`src/rtl/exop64_wb_buf.sv`:
```
// Writeback buffer for the 64-bit secondary execute unit: 2-entry in-order FIFO draining into the shared GPR write port.
// Latency: an accepted result is visible on rfOut*/fwd* the cycle after acceptance; fault pulse is one cycle late.
// Backpressure: primary unit (rfPortBusy) holds the drain; wbOutStall asserts while full. Optional EXWB_COALESCE_EN merges same-id writes into the tail.
module exop64_wb_buf #(
    parameter int DEPTH = 2
) (
    input  logic        clock,
    input  logic        reset,
    input  logic        exInValid,
    input  logic [6:0]  exInId,
    input  logic [63:0] exInVal,
    input  logic [1:0]  exInOK,
    input  logic        rfPortBusy,
    output logic        rfOutWe,
    output logic [6:0]  rfOutId,
    output logic [63:0] rfOutVal,
    input  logic [6:0]  fwdQryId,
    output logic        fwdHit,
    output logic [63:0] fwdVal,
    output logic        wbOutStall,
    output logic        wbOutFault
);

    localparam logic [6:0] UREG_ZZR      = 7'h7F;
    localparam logic [1:0] UMEM_OK_OK    = 2'b00;
    localparam logic [1:0] UMEM_OK_HOLD  = 2'b01;
    localparam logic [1:0] UMEM_OK_FAULT = 2'b10;
    localparam logic [1:0] FULL_CNT      = 2'(DEPTH);

    logic [6:0]  id_q  [2];
    logic [6:0]  id_d  [2];
    logic [63:0] val_q [2];
    logic [63:0] val_d [2];
    logic        head_q, head_d;
    logic [1:0]  cnt_q,  cnt_d;
    logic        fault_q, fault_d;

    logic deq;
    logic enq;
    logic coalesce;
    logic alloc;
    logic lost;
    logic wr_idx;
    logic tail_idx;

    // Classify the incoming result and decide drain / allocate / merge for this cycle.
    always_comb begin
        deq      = (cnt_q != 2'd0) && !rfPortBusy;
        enq      = exInValid && (exInOK == UMEM_OK_OK) && (exInId != UREG_ZZR);
        fault_d  = exInValid && (exInOK == UMEM_OK_FAULT);
        // (head + count) mod 2 for the free slot, (head + count - 1) mod 2 for the newest entry.
        wr_idx   = head_q ^ cnt_q[0];
        tail_idx = head_q ^ cnt_q[1];
`ifdef EXWB_COALESCE_EN
        // A lone entry that is leaving this cycle cannot absorb a merge.
        coalesce = enq && (cnt_q != 2'd0) && (id_q[tail_idx] == exInId)
                   && !((cnt_q == 2'd1) && deq);
`else
        coalesce = 1'b0;
`endif
        alloc    = enq && !coalesce && ((cnt_q != FULL_CNT) || deq);
        lost     = enq && !coalesce && (cnt_q == FULL_CNT) && !deq;
    end

    // Next-state for entries, head and count; when full with deq, the slot written is the head being drained.
    always_comb begin
        id_d   = id_q;
        val_d  = val_q;
        head_d = head_q ^ deq;
        cnt_d  = cnt_q;
        if (alloc) begin
            id_d[wr_idx]  = exInId;
            val_d[wr_idx] = exInVal;
        end
        if (coalesce) begin
            val_d[tail_idx] = exInVal;
        end
        case ({alloc, deq})
            2'b10:   cnt_d = cnt_q + 2'd1;
            2'b01:   cnt_d = cnt_q - 2'd1;
            default: cnt_d = cnt_q;
        endcase
    end

    // State registers with synchronous active-low reset; reset discards any pending entries.
    always_ff @(posedge clock) begin
        if (!reset) begin
            id_q[0]  <= UREG_ZZR;
            id_q[1]  <= UREG_ZZR;
            val_q[0] <= 64'd0;
            val_q[1] <= 64'd0;
            head_q   <= 1'b0;
            cnt_q    <= 2'd0;
            fault_q  <= 1'b0;
        end else begin
            id_q    <= id_d;
            val_q   <= val_d;
            head_q  <= head_d;
            cnt_q   <= cnt_d;
            fault_q <= fault_d;
        end
    end

    // GPR port driven from the head entry; idle values when empty.
    always_comb begin
        rfOutWe    = deq;
        rfOutId    = UREG_ZZR;
        rfOutVal   = 64'd0;
        if (cnt_q != 2'd0) begin
            rfOutId  = id_q[head_q];
            rfOutVal = val_q[head_q];
        end
        wbOutStall = (cnt_q == FULL_CNT);
        wbOutFault = fault_q;
    end

    // Forwarding: head checked first, then the newer tail overrides; an entry draining now still counts.
    always_comb begin
        fwdHit = 1'b0;
        fwdVal = 64'd0;
        if (fwdQryId != UREG_ZZR) begin
            if ((cnt_q != 2'd0) && (id_q[head_q] == fwdQryId)) begin
                fwdHit = 1'b1;
                fwdVal = val_q[head_q];
            end
            if ((cnt_q == 2'd2) && (id_q[~head_q] == fwdQryId)) begin
                fwdHit = 1'b1;
                fwdVal = val_q[~head_q];
            end
        end
    end

    // Decode must honour wbOutStall, so a write request is never dropped for lack of space.
    a_no_lost_enq: assert property (@(posedge clock) disable iff (!reset) !lost);

    // HOLD and the undefined status encoding are intentionally ignored.
    logic unused_ok;
    assign unused_ok = (exInOK == UMEM_OK_HOLD);

endmodule

```
`config.mk`:
```
export PLATFORM = sky130hd
export DESIGN_NAME = exop64_wb_buf
export DESIGN_NICKNAME = d
export VERILOG_FILES = /design/src/rtl/exop64_wb_buf.sv
export SDC_FILE = /design/constraint.sdc
export NUM_CORES = 1
export LEC_CHECK = 0
export CORE_MARGIN = 2
export CORE_UTILIZATION = 45
export CTS_BUF_LIST = sky130_fd_sc_hd__clkbuf_16
export DETAILED_ROUTE_END_ITERATION = 7
export PLACE_DENSITY = 0.75
export SLEW_MARGIN = 5
export SYNTH_ARGS = -nofsm -noshare
export SYNTH_HDL_FRONTEND = slang
export SYNTH_SLANG_ARGS = --single-unit
```
`constraint.sdc`:
```
create_clock -name clock -period 4.2 [get_ports clock]
set_clock_uncertainty 0.05 [all_clocks]
set_input_delay 0.84 -clock clock [delete_from_list [all_inputs] [get_ports clock]]
set_output_delay 0.84 -clock clock [all_outputs]
set_load 0.005 [all_outputs]
```
==> impl.org, run 1 <==
** Setup path
- The startpoint identified for the worst register-to-register timing path is head_q.
- Max incr delay on CP :: 550 ps
- Capturing element type of the critical path :: output port
- Among all stages on the critical path, the largest delay is contributed by sky130_fd_sc_hd__clkdlybuf4s50_1.
- Setup slack on the worst reg-to-reg path comes out at 1230 ps.
- Cell depth of the worst flop-to-flop path :: 6
- Cell-by-cell listing of the critical path :: clkdlybuf4s50_1 -> xor2_1 -> nand4_1 -> nor2_4 -> buf_12 -> o22ai_4 -> buf_12 -> a31oi_1 -> clkdlybuf4s50_1
- Counting buffers and inverters, the worst setup path is 9 cells deep.
- The worst setup path is launched from an input port.
- The setup path with the least slack is of type in -> out.
- For the worst setup path, the data arrival time is 3210 ps.
- Along the worst path, the maximum fanout reaches 43.
- WP data required :: 3310 ps
- Worst path top cell family by delay :: buffers and inverters
- Total buffers and inverters traversed by the critical path :: 4
- Reg-to-Reg End :: val_q[92]

** Drt
- In this run, the number of DRC markers left after iteration 0 of detailed routing was 508.
- First-pass detailed-route iteration total :: 5
- For this block, the via count after detailed routing is 8921.
- Dividing the detail-routed wire length by the instance count gives 16.0 um.
- Remaining antenna violation count :: 0
- The final layout contains routed wiring with a total length of 26100 um.
- In the routed design, unresolved DRC markers number 0.
- In the routed layout, each cell is associated on average with a via count of 5.46.

** Cells and area
- P&R area growth vs syn :: 35.9%
- With fillers left out, the area of the finished cells amounts to 11800 um2.
- Counting the fill cells in the layout gives 1716.
- For this run, the post-layout net count is 1447.
- Share of cells above drive strength 1 :: 4.95%
- Diode count :: 0
- Utilization after layout :: 62.8%
- In the layout the commonest cells are sky130_fd_sc_hd__nand2_1 (359), sky130_fd_sc_hd__clkdlybuf4s50_1 (219), sky130_fd_sc_hd__dfxtp_1 (145).
- After the flow finishes, the layout carries non-filler instances totaling 1633.
- The library cell used most frequently in the layout, excluding fill and tap cells, is sky130_fd_sc_hd__nand2_1.

** Placement
- In this run, placement finished with an instance count of 1601.
- Worst setup slack after placement :: 33.8 ps
- At the end of routability-driven placement, the weighted congestion stood at 0.855.
- After legalization and detailed placement, the total HPWL measured 16900 um.
- In this run the tool buffered the top-level ports with 222 buffer cells.
- Summing all placed instances gives a cell area of 11100 um2.

** Global routing
- The number of global-route vias before repair is 8122.
- Global-route wire length before repair :: 40400 um
- After global routing the overflow that remains totals 0.
- Number of antenna violations at the first check in global routing :: 0
- Entering global routing, the biggest net connects 139 pins.
- Overall Global Routing Usage :: 24.6%

** Timing
- At the pin with the least slew margin, the transition time is 1060 ps.
- Final Cycle Share :: 97.6%
- Fin. Hold Viols :: 0
- Final count of pins violating max slew :: 0
- Setup violations remaining at the end of the flow were counted as 0.
- Clock period minus worst slack :: 4100 ps
- In the post-route analysis, the smallest setup slack over all paths is 101 ps.
- Highest attainable clock frequency :: 244 MHz
- Rel. slew slack :: 29.4%

** Clock network
- Counting the buffers created by CTS gives 17.
- In this run the number of H-tree levels came out at 4.
- Clock tree synthesis found a total of 146 sinks.
- Clk slew on worst S/H paths :: 50 ps
- Clock Latency Late Sink :: 410 ps
- Hold-fix buffer count after cts :: 0
- TritonCTS built the clock tree.
- The clock passes through at most 2 buffers.
- Cell at the root of the clock tree :: sky130_fd_sc_hd__clkbuf_16

** Power and ir drop
- Relative contribution of combinational cells to total power :: 9.9%
- For this design the total switching power over the nets is 0.771 mW.
- Cell internal power was estimated by the tool at 2.67 mW.
- Dividing total power by cell area gives a power density of 291 nW/um2.
- Flop pwr share :: 42.2%
- Summed over all cells, the static leakage comes to 3.64 nW.
- The worst-case IR drop observed on VDD is 0.000281 V.
- Clock share of power :: 47.9%
- Net switching is 22.4% of the power.

** Synthesis
- Synthesized Nets :: 1292
- Number of warnings issued by yosys :: 0
- Post-synthesis cell area :: 8700 um2
- In the synthesized netlist, the number of instances is 1208.
- Summing the sequential cell areas from Yosys gives 33.6% of the chip area.
- After synthesis the netlist holds a flip-flop and latch count of 146.
- Yosys mapped the design onto 29 distinct sky130hd cell types.
- Avg Synthesized Cell Area :: 7.20 um2

** Floorplanning
- Horizontal die dimension :: 143 um
- Area inside the core boundary :: 18800 um2
- I/O Pins :: 223
- Effective utilization at floorplan :: 46.2%
- The floorplan step set the die height to 143 um.
- Total Die Area :: 20500 um2
- The initialized floorplan defines 50 standard-cell rows.

** Min path
- For hold timing, the worst endpoint is val_q[23].
- The worst hold path begins at val_q[23].
- Worst hold path type :: reg -> reg
- The worst hold path passes through 2 cells.

** Status
- The run finished with clean final reports.

** Run
- Across the run, the number of max-cap violations was 0.
[metal layers]
layer  GRT usage, %  share of wire (%)  vias up  wire (um)
met5              0                  0        -          0
met4           9.74                2.8        0        730
met3           5.06                5.7       48       1480
met2           41.6                 48      263      12400
met1           30.6                 44     4178      11500
li1               -                  -     4432          -
[through the flow]
step / TNS (ps) / power [mW] / hold WS, ps
after floorplan: 0 / 1.66 / 407
after global placement: 0 / 1.81 / 415
after detailed placement: 0 / 1.82 / 422
after CTS: 0 / 3.46 / 430
after global routing: -30.5 / 3.56 / 455
final: 0 / 3.44 / 428
[sequential cells by signal (all words and copies together) (netlist names)]
register,cells
wbOutFault,1
val_q,128
head_q,1
id_q,14
cnt_q,2
[worst reg2reg max path: cells and delay by family (launching register included)]
family                 cells  cell delay [ps]
buffers and inverters      2             1100
and+or+nand+nor            2              590
DFF                        1              530
muxes                      1              410
AOI/OAI and AO/OA          1              200
[how the worst max path moves through the flow]
stage / start / end / slack (ps)
6_report: fwdQryId[0] / fwdVal[14] / 100
5_1_grt: fwdQryId[0] / fwdVal[58] / -20
4_1_cts: fwdQryId[3] / fwdVal[45] / 30
3_5_place_dp: fwdQryId[3] / fwdVal[45] / 30
3_3_place_gp: fwdQryId[5] / fwdVal[50] / 110
2_1_floorplan: fwdQryId[5] / fwdVal[47] / 1420
[synth_stat cells, drive strengths merged]
cell type  instances  area, um2
inv                2       7.51
nand2b            64        400
and4b              1       10.0
nand2            359       1350
nor3b              2       15.0
o22ai              1       6.26
or2                3       18.8
mux2i             18        180
and2               1       6.26
a21o              64        480
a21oi             66        330
o211a              1       10.0
a31oi             64        400
a21boi           128        961
nor4               1       6.26
nor2b              1       6.26
nand4              5       31.3
nand3b            64        480
nand3             80        400
xor2              14        123
xnor2              2       17.5
buf               42        244
o21ai              1       5.00
nor2               6       22.5
clkbuf            72        270
dfxtp            146       2920
[final cells by class]
class                   count  area [um2]  share of cell area [%]
well taps                 260         325                    2.75
clock inverters            11         185                    1.57
repair buffers            250        2620                    22.1
clock buffers              18         450                    3.81
multi-input cells         946        5320                    44.9
flip-flops and latches    146        2930                    24.7
inverters                   2        7.51                  0.0635
[what timing repair did]
item,in CTS,in global routing
setup buffers,0,1
gates resized for setup,0,5
endpoints found under the hold margin,0,0
setup endpoints to repair,0,23
[power groups by stage]
stage | logic (mW) | registers (mW) | clock network, mW
6_report | 0.339 | 1.45 | 1.65
5_1_grt | 0.369 | 1.45 | 1.74
4_1_cts | 0.339 | 1.45 | 1.67
3_5_place_dp | 0.337 | 1.48 | 0
3_3_place_gp | 0.331 | 1.48 | 0
2_1_floorplan | 0.192 | 1.47 | 0
[cells by family after synthesis]
| family | synth area share (%) |
|---|---|
| AOI/OAI and AO/OA | 25.2 |
| muxes | 2.07 |
| and+or+nand+nor | 31.5 |
| xor gates and xnor gates | 1.61 |
| DFF | 33.6 |
| buffers and inverters | 5.99 |
(Power assumes the default switching activity.)
==> inputs of run 2 (changes only) <==
--- a/config.mk
+++ b/config.mk
@@ -9,7 +9,8 @@
 export CORE_UTILIZATION = 45
 export CTS_BUF_LIST = sky130_fd_sc_hd__clkbuf_16
 export DETAILED_ROUTE_END_ITERATION = 7
-export PLACE_DENSITY = 0.75
+export DONT_BUFFER_PORTS = 1
+export PLACE_DENSITY = 0.61
 export SLEW_MARGIN = 5
 export SYNTH_ARGS = -nofsm -noshare
 export SYNTH_HDL_FRONTEND = slang
==> impl.org, run 2 (synthesized netlist as in run 1, its figures left out) <==
** Clock network
- The post-cts repair resize count came to 0 (unchanged).
- The number of CTS-inserted buffers is 17 (unchanged).
- Clock tree synthesis selected as its root buffer the cell sky130_fd_sc_hd__clkbuf_16.
- The clock transition at the registers of the reported paths was 60 ps (about the same).
- Hold-fix buffer count after cts :: 0 (unchanged)
- The clock insertion delay at the later pin of the skew report was 420 ps (about the same).
- Clock tree from TritonCTS :: done
- Max clock buf depth :: 2 (unchanged)
- The post-CTS setup buffer count came to 0 (unchanged).
- The count of H-tree levels built during CTS was 4 (unchanged).
- Clock net sink count :: 146 (unchanged)

** Setup path
- WP data required :: 3310 ps (about the same)
- Highest-delay cell along the critical path :: sky130_fd_sc_hd__dfxtp_4
- Worst setup SP type :: register
- The register-to-register path setup slack came to 1230 ps (about the same).
- The critical path in this run is classified as reg -> out.
- Worst flop-to-flop path startpoint :: head_q
- The number of cell instances on the worst register-to-register path is 6 (unchanged).
- The critical path data arrival time came to 2960 ps (-250 ps).
- Reg-to-Reg End :: val_q[125]
- The stage delay of the slowest cell on the critical path came to 500 ps (-50 ps).
- Cell-by-cell listing of the critical path :: mux2i_1 -> xor2_1 -> nand4_1 -> nor2_4 -> buf_12 -> nand3_1 -> a31oi_1
- Highest net fanout along the worst path :: 192 (+350%)
- Capturing element type of the critical path :: output port

** Cells and area
- Flip-flop count of the largest register, all copies and words added :: 128 (unchanged)
- The fraction of layout instances using a drive strength above 1 is 4.48% (-0.48 points).
- Diode count :: 0 (unchanged)
- Storage cell area :: 2930 um2 (unchanged)
- The combined area of the multi-input logic cells is 5300 um2 (-0.24%).
- Final instance area :: 9330 um2 (-21%)
- The share of the core filled with cells was 49.6% (-13 points).
- Commonest cells after routing, fill and taps aside :: sky130_fd_sc_hd__nand2_1 (359), sky130_fd_sc_hd__dfxtp_1 (145), sky130_fd_sc_hd__a21boi_0 (128)
- The net count reported at finish is 1210 (-16%).
- Relative to the synthesized area, the layout overhead comes to 7.22%.
- val_q holds more flip-flops than any other register.
- Leaving out fill and tap cells, the most frequent cell in the layout is sky130_fd_sc_hd__nand2_1.
- The number of standard cells in the layout, taps in and fillers out was 1399 (-14%).
- Registers with the most flip-flops :: val_q x128, id_q x14, cnt_q x2
- The total of fill cells in the finished design came to 1838 (+7.1%).

** Timing
- Setup repair after global routing missed its margin :: false
- Final Cycle Share :: 91.6% (-6.0 points)
- Rel. slew slack :: 22.6% (-6.8 points)
- The sum of negative setup slack is 0 ps (unchanged).
- Final count of pins violating max slew :: 0 (unchanged)
- Number of failing setup endpoints in the final timing report :: 0 (unchanged)
- The slew of the pin with the lowest slew margin came to 1160 ps (+101 ps).
- Fin. Hold Viols :: 0 (unchanged)
- Highest attainable clock frequency :: 260 MHz (+6.6%)
- Clock period minus worst slack :: 3850 ps (-253 ps)

** Global routing
- Vias in the first global route :: 7187 (-12%)
- The global-route wire length before repair was 37200 um (-8.0%).
- Largest net degree at the start of global routing :: 193 (+39%)
- The number of antenna violations at the first check in global routing came to 0 (unchanged).
- GRT overflow :: 0 (unchanged)
- The combined global-route utilization of all metal layers came to 22.8% (-1.8 points).

** Drt
- DR DRC count :: 0 (unchanged)
- Final routed wire length divided by cell count :: 16.9 um (+5.6%)
- Average vias per placed instance :: 5.63 (+3.0%)
- The residual antenna-violating net count after detailed routing was 0 (unchanged).
- Aggregate routed wire length :: 23600 um (-9.5%)
- The starting DRC count in detailed routing came to 513 (+0.98%).
- The number of detailed-route iterations in the first pass was 6 (+1).
- The via count came to 7875 (-12%).

** Power and ir drop
- The cell-internal power was 2.54 mW (-4.8%).
- Relative contribution of combinational cells to total power :: 6.3% (-3.6 points)
- Ratio of total power to cell area :: 353 nW/um2 (+22%)
- Sw Pwr :: 0.761 mW (-1.4%)
- The switching portion of total power came to 23.1% (+0.62 points).
- Flop pwr share :: 43.9% (+1.7 points)
- The clock share of power came to 49.7% (+1.8 points).
- Peak supply drop :: 0.000323 V (+15%)
- The total leakage power was 2.68 nW (-26%).

** Min path
- In this run the worst hold path is classified as reg -> reg.
- Min-Delay Endpoint :: val_q[67]
- The startpoint identified for the worst hold timing path is val_q[67].
- The cell depth of the worst min-delay path was 2 (unchanged).

** Floorplanning
- The die boundary height came to 143 um (unchanged).
- Effective utilization at floorplan :: 46.2% (unchanged)
- The number of top-level pins came to 223 (unchanged).
- Total Die Area :: 20500 um2 (unchanged)
- The die boundary width is 143 um (unchanged).
- The area of the core came to 18800 um2 (unchanged).
- The row count is 50 (unchanged).

** Placement
- Detailed Place HPWL :: 14400 um (-15%)
- The post-placement cell count was 1367 (-15%).
- The placed instance area was 8700 um2 (-22%).
- Routability congestion estimate from global placement :: 0.834 (-2.5%)
- The number of I/O port buffers is 0 (-100%).

** Run
- Max Cap Viol :: 0 (unchanged)

** Status
- The run finished with clean final reports.
==> run 2: changes by cell type in the layout (fill, tap and decap cells not counted), sizes merged <==
cell and delta:
buf -14, bufinv -1, clkbuf -2, clkdlybuf4s50 -219, dlymetal6s2s -2, inv +4
==> run 2: layout make-up <==
cell class	count	share of cell area, %
inverter	2	0.0805
tap	260	3.49
timing repair buffer	13	1.45
clock buffer	18	4.83
multi-input combinational	946	56.8
clock inverter	14	1.97
sequential	146	31.4
==> run 2: worst max-delay path, delay by kind of cell (launching register included) <==
family,cells,cell delay (ps)
simple gates,3,530
flops,1,500
buf+inv,1,460
compound gates,1,310
mux,1,290
xor+xnor,1,160
==> run 2: worst max path at each step <==
stage | end | slack (ps) | start | cells past startpoint
2_1_floorplan | fwdVal[47] | 1420 | fwdQryId[5] | 7
3_3_place_gp | fwdVal[11] | 800 | fwdQryId[2] | 6
3_5_place_dp | fwdVal[46] | 810 | fwdQryId[2] | 6
4_1_cts | fwdVal[46] | 370 | head_q | 7
5_1_grt | fwdVal[29] | 180 | head_q | 7
6_report | fwdVal[1] | 350 | head_q | 7
==> run 2: routing by layer <==
metal	share of wire, %	global-route usage [%]	wire, um
met2	48	37.9	11300
met5	0	0	0
met4	2.0	7.82	469
met3	8.2	7.28	1930
met1	42	27.9	9950
==> run 2: power groups by stage <==
stage | clock (mW) | sequential, mW | combinational [mW]
4_1_cts | 1.68 | 1.45 | 0.212
5_1_grt | 1.74 | 1.45 | 0.236
6_report | 1.64 | 1.45 | 0.209
3_3_place_gp | 0 | 1.48 | 0.207
2_1_floorplan | 0 | 1.47 | 0.192
3_5_place_dp | 0 | 1.48 | 0.211
==> run 2: through the flow <==
step / hold WS, ps / power [mW] / setup WS [ps]
finish: 428 / 3.30 / 354
global route: 444 / 3.43 / 181
CTS: 430 / 3.34 / 366
detailed placement: 421 / 1.69 / 812
global placement: 416 / 1.69 / 798
floorplan: 407 / 1.66 / 1420
==> inputs of run 3 (changes only) <==
--- a/config.mk
+++ b/config.mk
@@ -6,11 +6,11 @@
 export NUM_CORES = 1
 export LEC_CHECK = 0
 export CORE_MARGIN = 2
-export CORE_UTILIZATION = 45
+export CORE_UTILIZATION = 55
 export CTS_BUF_LIST = sky130_fd_sc_hd__clkbuf_16
 export DETAILED_ROUTE_END_ITERATION = 7
 export DONT_BUFFER_PORTS = 1
-export PLACE_DENSITY = 0.61
+export PLACE_DENSITY = 0.71
 export SLEW_MARGIN = 5
 export SYNTH_ARGS = -nofsm -noshare
 export SYNTH_HDL_FRONTEND = slang
==> impl.org, run 3 (synthesized netlist as in run 1, its figures left out) <==
** Floorplanning
- The row count is 45 (-10%).
- The die boundary height was 130 um (-9.3%).
- Horizontal die dimension :: 130 um (-9.3%)
- I/O Pins :: 223 (unchanged)
- The area enclosed by the die boundary was 16800 um2 (-18%).
- Area inside the core boundary :: 15300 um2 (-19%)
- The initial core utilization was 56.8% (+11 points).

** Clock network
- The clock transition at the registers of the reported paths came to 60 ps (about the same).
- Clock tree from TritonCTS :: done
- Post-CTS Resized :: 0 (unchanged)
- The tree is rooted in a sky130_fd_sc_hd__clkbuf_16.
- H-Tree Depth :: 4 (unchanged)
- Hold-fix buffer count after cts :: 0 (unchanged)
- Clock net sink count :: 146 (unchanged)
- Number of setup buffers added after CTS :: 0 (unchanged)
- TritonCTS Buffers :: 17 (unchanged)
- Max clock buf depth :: 2 (unchanged)
- Clock Latency Late Sink :: 420 ps (about the same)

** Timing
- The highest clock rate came to 256 MHz (-1.7%).
- The worst hold-check slack came to 428 ps (+0.490 ps).
- The slew of the pin with the lowest slew margin came to 1120 ps (-42.9 ps).
- Fin. Hold Viols :: 0 (unchanged)
- The remaining max-slew budget at the tightest pin came to 25.5% (+2.9 points).
- Total negative slack for setup checks :: 0 ps (unchanged)
- The minimum clock period after layout was 3910 ps (+67.2 ps).
- Number of failing setup endpoints in the final timing report :: 0 (unchanged)
- Final Cycle Share :: 93.2% (+1.6 points)
- Setup repair after global routing left no endpoint under its margin.
- Final count of pins violating max slew :: 0 (unchanged)

** Setup path
- In this run the critical register-to-register path is captured at val_q[28].
- In this run the critical register-to-register path is launched from head_q.
- Critical Setup Path Class :: reg -> out
- Highest net fanout along the worst path :: 37 (-81%)
- Cell depth of the worst flop-to-flop path :: 6 (unchanged)
- WP data required :: 3310 ps (about the same)
- Worst EP arrival :: 3020 ps (+60 ps)
- STA classifies the critical path startpoint as a register.
- The worst setup path is captured at an output port.
- Slack of the worst reg-to-reg path :: 1510 ps (+280 ps)
- Crit path launch :: head_q

** Cells and area
- The diode insertion count for antenna repair came to 0 (unchanged).
- Net count reported at finish :: 1210 (unchanged)
- The library cell used most frequently in the layout, excluding fill and tap cells, is sky130_fd_sc_hd__nand2_1.
- The flip-flop count of the largest register, all copies and words added was 128 (unchanged).
- Registers with the most flip-flops :: val_q x128, id_q x14, cnt_q x2
- The area growth from synthesis to layout is 5.97%.
- Final Instance Count excl. Fillers :: 1350 (-3.5%)
- Share of cells above drive strength 1 :: 4.57% (+0.088 points)
- The register with the most flip-flops in the final layout is val_q.
- In the layout the commonest cells are sky130_fd_sc_hd__nand2_1 (359), sky130_fd_sc_hd__dfxtp_1 (145), sky130_fd_sc_hd__a21boi_0 (128).
- The final design area excluding fillers came to 9220 um2 (-1.2%).
- The total of fill cells in the finished design was 1426 (-22%).

** Drt
- Aggregate routed wire length :: 21800 um (-7.6%)
- The post-route DRC violation count came to 0 (unchanged).
- The starting DRC count in detailed routing was 509 (-0.78%).
- Average vias per placed instance :: 5.78 (+2.7%)
- The average wire per standard cell was 16.2 um (-4.3%).
- Remaining antenna violation count :: 0 (unchanged)
- The via count came to 7804 (-0.90%).
- The number of detailed-route iterations in the first pass was 5 (-1).

** Min path
- Count of cells along the worst hold path :: 2 (unchanged)
- The path class of the tightest hold or removal check is reg -> reg.
- Min-Delay Endpoint :: val_q[23]
- The startpoint identified for the worst hold timing path is val_q[23].

** Global routing
- The number of global-route vias before repair was 6541 (-9.0%).
- The combined global-route utilization of all metal layers was 24.7% (+1.9 points).
- The largest net degree at the start of global routing is 193 (unchanged).
- Global-route wire length before repair :: 33700 um (-9.4%)
- The overall overflow remaining after global route is 0 (unchanged).
- Number of antenna violations at the first check in global routing :: 0 (unchanged)

** Run
- Max Cap Viol :: 0 (unchanged)

** Placement
- The final weighted congestion of routability-driven global placement came to 0.810 (-2.8%).
- Detailed Place HPWL :: 14000 um (-2.8%)
- The post-placement cell count was 1318 (-3.6%).
- The number of I/O port buffers came to 0 (unchanged).
- The placed instance area was 8610 um2 (-0.99%).

** Power and ir drop
- The switching portion of total power is 23.0% (-0.11 points).
- The total leakage power was 2.64 nW (-1.6%).
- Sw Pwr :: 0.737 mW (-3.1%)
- The combinational cell fraction of total power was 6.3% (about the same).
- Flop pwr share :: 45.2% (+1.3 points)
- The peak ir drop on the vdd network came to 0.000273 V (-15%).
- The post-layout total power was 3.21 mW (-2.7%).
- Ratio of total power to cell area :: 348 nW/um2 (-1.5%)
- The cell-internal power came to 2.47 mW (-2.5%).
- Clock share of power :: 48.5% (-1.2 points)

** Status
- Status :: finished, final reports clean
[run 3: worst max-delay path, stage by stage, from the launching register on]
cell and delay, ps:
sky130_fd_sc_hd__dfxtp_4 530, sky130_fd_sc_hd__mux2i_1 320, sky130_fd_sc_hd__xor2_1 100, sky130_fd_sc_hd__nand4_1 110
sky130_fd_sc_hd__nor4_1 80, sky130_fd_sc_hd__o22ai_4 830, sky130_fd_sc_hd__buf_4 470, sky130_fd_sc_hd__a31oi_1 120
[run 3: layout make-up]
class | instances | area [um2] | area share [%]
inverter | 2 | 7.51 | 0.0814
tap | 211 | 264 | 2.86
clock inverter | 14 | 161 | 1.75
clock buffer | 18 | 450 | 4.88
timing repair buffer | 13 | 110 | 1.19
multi-input combinational | 946 | 5300 | 57.5
sequential | 146 | 2930 | 31.7
[run 3: metrics by stage]
stage	worst slack, ps	util [%]
floorplan	1420	-
global placement	711	56.2
detailed placement	683	56.2
CTS	275	60.2
global route	72.8	60.2
finish	287	60.2
[run 3: worst max path at each step]
stage | endpoint | slack [ps] | cells after the start
detailed placement | fwdVal[6] | 680 | 6
finish | fwdVal[6] | 290 | 7
global route | fwdVal[0] | 70 | 7
floorplan | fwdVal[47] | 1420 | 7
CTS | fwdVal[6] | 270 | 7
global placement | fwdVal[53] | 710 | 6
[run 3: per-layer routing]
layer	share of wire [%]	track usage, %
met4	1.8	7.84
met1	44	32.8
met2	45	37.8
met3	8.7	8.82
met5	0	0
[run 3: power groups by stage]
stage	sequential (mW)	clock (mW)	combinational, mW
after floorplan	1.47	0	0.192
after global placement	1.48	0	0.199
after detailed placement	1.48	0	0.203
after CTS	1.45	1.57	0.204
after global routing	1.46	1.65	0.227
final	1.45	1.56	0.203
